### src/rtl/axi_rd_arbiter.sv
// axi_rd_arbiter: two-master (IFU = m0, LSU = m1) AXI-lite read arbiter in
// front of a single shared slave. One transaction in flight at a time.
// Build option: define ARB_RR_EN for round-robin on simultaneous requests;
// left undefined, m1 (LSU) wins every tie.
//
// state | meaning
// IDLE  | no transaction; a pending request is registered as owner
// ADDR  | owner's read address forwarded to the slave
// RESP  | slave read data routed back to the owner
module axi_rd_arbiter #(
    parameter int ADDR_W = 32,
    parameter int DATA_W = 32
) (
    input  logic              clk_i,
    input  logic              rst_i,

    input  logic              m0_ar_valid_i,
    input  logic [ADDR_W-1:0] m0_ar_addr_i,
    output logic              m0_ar_ready_o,
    output logic              m0_r_valid_o,
    output logic [DATA_W-1:0] m0_r_data_o,
    output logic [1:0]        m0_r_resp_o,
    input  logic              m0_r_ready_i,

    input  logic              m1_ar_valid_i,
    input  logic [ADDR_W-1:0] m1_ar_addr_i,
    output logic              m1_ar_ready_o,
    output logic              m1_r_valid_o,
    output logic [DATA_W-1:0] m1_r_data_o,
    output logic [1:0]        m1_r_resp_o,
    input  logic              m1_r_ready_i,

    output logic              s_ar_valid_o,
    output logic [ADDR_W-1:0] s_ar_addr_o,
    input  logic              s_ar_ready_i,
    input  logic              s_r_valid_i,
    input  logic [DATA_W-1:0] s_r_data_i,
    input  logic [1:0]        s_r_resp_i,
    output logic              s_r_ready_o,

    output logic              busy_o
);

    typedef enum logic [1:0] {
        IDLE = 2'd0,
        ADDR = 2'd1,
        RESP = 2'd2
    } state_t;

    state_t state;
    logic   owner;        // 0 = m0, 1 = m1
    logic   last_grant;
    logic   any_req;
    logic   winner;
    logic   in_addr;
    logic   in_resp;
    logic   own_ar_valid;
    logic   own_r_ready;

    assign any_req = m0_ar_valid_i | m1_ar_valid_i;

    // Grant choice for the IDLE cycle; only consumed when any_req is high
`ifdef ARB_RR_EN
    assign winner = (m0_ar_valid_i & m1_ar_valid_i) ? ~last_grant : m1_ar_valid_i;
`else
    // m1 always wins; with no request at all the previous grant is simply held
    assign winner = m1_ar_valid_i | (~m0_ar_valid_i & last_grant);
`endif

    // Transaction sequencing: grant, address handshake, data handshake
    always_ff @(posedge clk_i or posedge rst_i) begin
        if (rst_i) begin
            state      <= IDLE;
            owner      <= 1'b0;
            last_grant <= 1'b1;
            busy_o     <= 1'b0;
        end else begin
            case (state)
                IDLE: begin
                    if (any_req) begin
                        owner      <= winner;
                        last_grant <= winner;
                        state      <= ADDR;
                        busy_o     <= 1'b1;
                    end
                end
                ADDR: begin
                    if (s_ar_valid_o && s_ar_ready_i) begin
                        state <= RESP;
                    end
                end
                RESP: begin
                    if (s_r_valid_i && s_r_ready_o) begin
                        state  <= IDLE;
                        busy_o <= 1'b0;
                    end
                end
                default: begin
                    state  <= IDLE;
                    busy_o <= 1'b0;
                end
            endcase
        end
    end

    assign in_addr      = (state == ADDR);
    assign in_resp      = (state == RESP);
    assign own_ar_valid = owner ? m1_ar_valid_i : m0_ar_valid_i;
    assign own_r_ready  = owner ? m1_r_ready_i  : m0_r_ready_i;

    // Channel steering: only the owner sees handshakes, everything else is zero
    always_comb begin
        s_ar_valid_o  = 1'b0;
        s_ar_addr_o   = '0;
        s_r_ready_o   = 1'b0;
        m0_ar_ready_o = 1'b0;
        m1_ar_ready_o = 1'b0;
        m0_r_valid_o  = 1'b0;
        m0_r_data_o   = '0;
        m0_r_resp_o   = 2'b00;
        m1_r_valid_o  = 1'b0;
        m1_r_data_o   = '0;
        m1_r_resp_o   = 2'b00;
        if (in_addr) begin
            s_ar_valid_o = own_ar_valid;
            s_ar_addr_o  = owner ? m1_ar_addr_i : m0_ar_addr_i;
            if (owner) begin
                m1_ar_ready_o = s_ar_ready_i;
            end else begin
                m0_ar_ready_o = s_ar_ready_i;
            end
        end
        if (in_resp) begin
            s_r_ready_o = own_r_ready;
            if (owner) begin
                m1_r_valid_o = s_r_valid_i;
                m1_r_data_o  = s_r_data_i;
                m1_r_resp_o  = s_r_resp_i;
            end else begin
                m0_r_valid_o = s_r_valid_i;
                m0_r_data_o  = s_r_data_i;
                m0_r_resp_o  = s_r_resp_i;
            end
        end
    end

endmodule

### config.mk
export PLATFORM = sky130hd
export DESIGN_NAME = axi_rd_arbiter
export DESIGN_NICKNAME = d
export VERILOG_FILES = /design/src/rtl/axi_rd_arbiter.sv
export SDC_FILE = /design/constraint.sdc
export NUM_CORES = 1
export LEC_CHECK = 0
export CAP_MARGIN = 20
export CORE_MARGIN = 3
export CORE_UTILIZATION = 22
export CTS_CLUSTER_DIAMETER = 30
export DETAILED_ROUTE_END_ITERATION = 10
export PLACE_DENSITY = 0.92
export SLEW_MARGIN = 20
export SYNTH_ARGS = -nofsm -noshare
export SYNTH_HDL_FRONTEND = slang
export SYNTH_SLANG_ARGS = --single-unit
export TNS_END_PERCENT = 5
### constraint.sdc
create_clock -name clk_i -period 1.35 [get_ports clk_i]
set_input_delay 0.27 -clock clk_i [delete_from_list [all_inputs] [get_ports clk_i]]
set_output_delay 0.27 -clock clk_i [all_outputs]
set_load 0.03 [all_outputs]
==> out/qor.txt <==
Leak Pwr: 1.91 nW
Worst min path class: in -> async
Internal reg-to-reg setup slack: 0.03 ns
Routed vias: 2176
Clock latency on the worst-skew pair: 0.22 ns
Clock root buffer: clkbuf_8
Wire per inst: 18.4 um
Total CTS buffers: 3
Clock skew: 0.00668 ns
Total power: 7.79 mW
Reg clk slew, reported paths: 0.03 ns
CP Max Fanout: 16
Setup violators final: 106
DRT iter0 DRCs: 36
Maximum buffer depth of the clock tree: 2
Total grt overflow: 0
Final worst path period need: 1.82 ns
GRT Max-Usage Layer: met2
Fillers: 318
Switching Share: 0.502
Hold-fix buffers at CTS: 0
CP required: 1.08 ns
Layout cells sized above 1: 0.588
Global-route wire length before repair: 10.3 mm
Worst setup EP type: primary output
Net Count, Synth: 283
HPWL after DPL: 5.74 mm
Detailed-route DRC error count: 0
Largest net degree at the start of global routing: 36
VDD IR max: 0.00179 V
Met3 Use GR: 0.0390
Delay-heaviest family, CP: simple AND/OR/NAND/NOR gates
Die Y: 82.5 um
Area Overhead vs Synth: 250%
Slowest cell on crit path: dfrtp_1
Initial antenna violation count: 0
Slew margin rel.: 0.813
Crit path largest cell delay: 0.42 ns
Worst EP arrival: 1.55 ns
Final layout net count: 513
Commonest non-fill, non-tap cell in the layout: clkdlybuf4s50_1
Htree depth: 1
Antenna viol nets, final: 0
Switch Pwr: 3.91 mW
Number of diodes: 0
Ports: 213
Met1 usage: 0.201
Seq/Total Area, Yosys: 0.0778
Gr usage total: 0.201
Number of global-route vias before repair: 1967
Status: finished, violations left
Total Wirelength: 8.77 mm
Final hold viol count: 0
Worst setup SP type: flip-flop
Hold_ws: 0.236 ns
Failing checks: setup timing
Syn avg cell area: 7.27 sq um
Reg2reg end: state[0]
Clk network pwr share: 0.033
Synth Register Bits: 4
Initial Utilization: 0.231
Core footprint: 5570 sq um
R2R depth: 4
Chip Width: 82.5 um
Unique masters post-synth: 22
Peak Freq: 548 MHz
R2r startpoint: owner
Seq pwr share: 0.036
CP Buf/Inv Count: 3
CTS tree: yes
Router iterations before antenna repair: 4
Pint: 3.88 mW
Synth Cell Area: 1290 sq um
Pins over their slew limit: 0
Met2 GRT Util: 0.417
YS warnings: 0
Clk sinks: 4
Post-Synthesis Cells: 177
Routability congestion estimate: 0.736
Comb pwr share: 0.931
Crit-path cells: nand2b_4 > nor2_4 > buf_12 > clkbuf_16 > and2_1 > buf_6
Total of max-cap violations: 0
Period utilization: 1.35
Worst slew pin tran: 0.272 ns
RSZ-0062 raised after global routing: yes
IO Port Bufs: 212
Row cnt: 27
Critical path class: reg -> out
Vias/cell: 4.56
P per Cell Area: 1730 nW/um^2
Highest-count cells in the layout ignoring fill and taps: 105 x clkdlybuf4s50_1, 84 x buf_6, 43 x and2_1
Die ar.: 6800 sq um
Final worst slack: -0.474 ns
-- synthesized netlist by cell type --
cell	instances	area, sq um
and2_1	70	438
nor2_1	35	131
mux2i_1	33	330
buf_6	7	78.8
buf_4	6	45.0
dfrtp_1	4	100
inv_1	4	15.0
nor2_4	2	22.5
nor2b_1	2	12.5
nor3_1	2	10.0
a22o_1	1	8.76
a311oi_2	1	15.0
buf_2	1	5.00
mux2_4	1	15.0
nand2_1	1	3.75
nand2b_1	1	6.26
nand2b_4	1	13.8
nand3_1	1	5.00
nor3b_1	1	7.51
o21a_1	1	7.51
o22ai_1	1	6.26
o32ai_1	1	8.76
-- kinds of logic (layout without fill, tap and decap cells) --
logic type | after synthesis | count (layout) | synth area share
muxes | 34 | 34 | 0.268
AOI/OAI and AO/OA | 5 | 5 | 0.0360
DFF | 4 | 4 | 0.0778
buffers and inverters | 18 | 246 | 0.112
and+or+nand+nor | 116 | 116 | 0.506
-- metal layers --
metal / vias up / part of all wire
met3: 19 / 0.072
met2: 114 / 0.58
met1: 1007 / 0.32
met5: - / 0
met4: 0 / 0.024
li1: 1036 / -
-- sequential cells by signal, summed over array words and instances (netlist names) --
signal / count
busy_o: 1
owner: 1
state: 2
-- how the worst max path moves through the flow --
| stage | from | endpoint | slack, ns | depth (start not counted) |
|---|---|---|---|---|
| final | state[0] | m1_r_data_o[23] | -0.47 | 6 |
| after global routing | state[0] | m1_r_data_o[23] | -0.53 | 6 |
| after CTS | owner | s_ar_addr_o[28] | -0.41 | 5 |
| after detailed placement | m0_ar_valid_i | s_ar_valid_o | -0.21 | 4 |
| after global placement | m0_ar_valid_i | s_ar_valid_o | -0.19 | 4 |
| after floorplan | state[0] | m0_r_data_o[10] | -0.12 | 4 |
-- what timing repair did --
| item | 4_1_cts | 5_1_grt |
|---|---|---|
| buffers inserted | 3 | 1 |
| gates resized for setup | 100 | 69 |
| setup endpoints to repair | 107 | 109 |
| gates cloned | 2 | 3 |
| endpoints found under the hold margin | 0 | 0 |
| pin swaps | 4 | 24 |
-- power by group through the flow --
| stage | sequential [mW] | clock (mW) | combinational (mW) |
|---|---|---|---|
| 2_1_floorplan | 0.264 | 0 | 3.85 |
| 3_3_place_gp | 0.277 | 0 | 5.60 |
| 3_5_place_dp | 0.284 | 0 | 5.67 |
| 4_1_cts | 0.275 | 0.257 | 6.89 |
| 5_1_grt | 0.288 | 0.280 | 7.55 |
| 6_report | 0.278 | 0.259 | 7.25 |
-- worst reg2reg max path: stages (launching register included) --
cell and delay, ns:
dfrtp_2 0.48, buf_6 0.16, mux2_4 0.30, buf_6 0.12
a311oi_2 0.17
-- final cells by class --
class	count	area, sq um	area share
Timing Repair Buffer	239	2590	0.575
Multi-Input combinational cell	155	1660	0.369
Sequential cell	4	103	0.0228
Tap cell	72	90.1	0.0200
Clock buffer	3	41.3	0.00917
Inverter	4	15.0	0.00334
-- metrics by stage --
stage | util | setup WS [ns] | area, sq um | TNS [ns] | instances
floorplan | - | -0.117 | 1570 | -8.70 | 177
global placement | 0.643 | -0.192 | 3590 | -12.53 | 465
detailed placement | 0.643 | -0.212 | 3590 | -14.75 | 465
CTS | 0.750 | -0.413 | 4180 | -36.15 | 473
global route | 0.808 | -0.527 | 4500 | -45.59 | 477
finish | 0.808 | -0.474 | 4500 | -39.82 | 477
No activity file was read; power rests on OpenSTA's default activity.
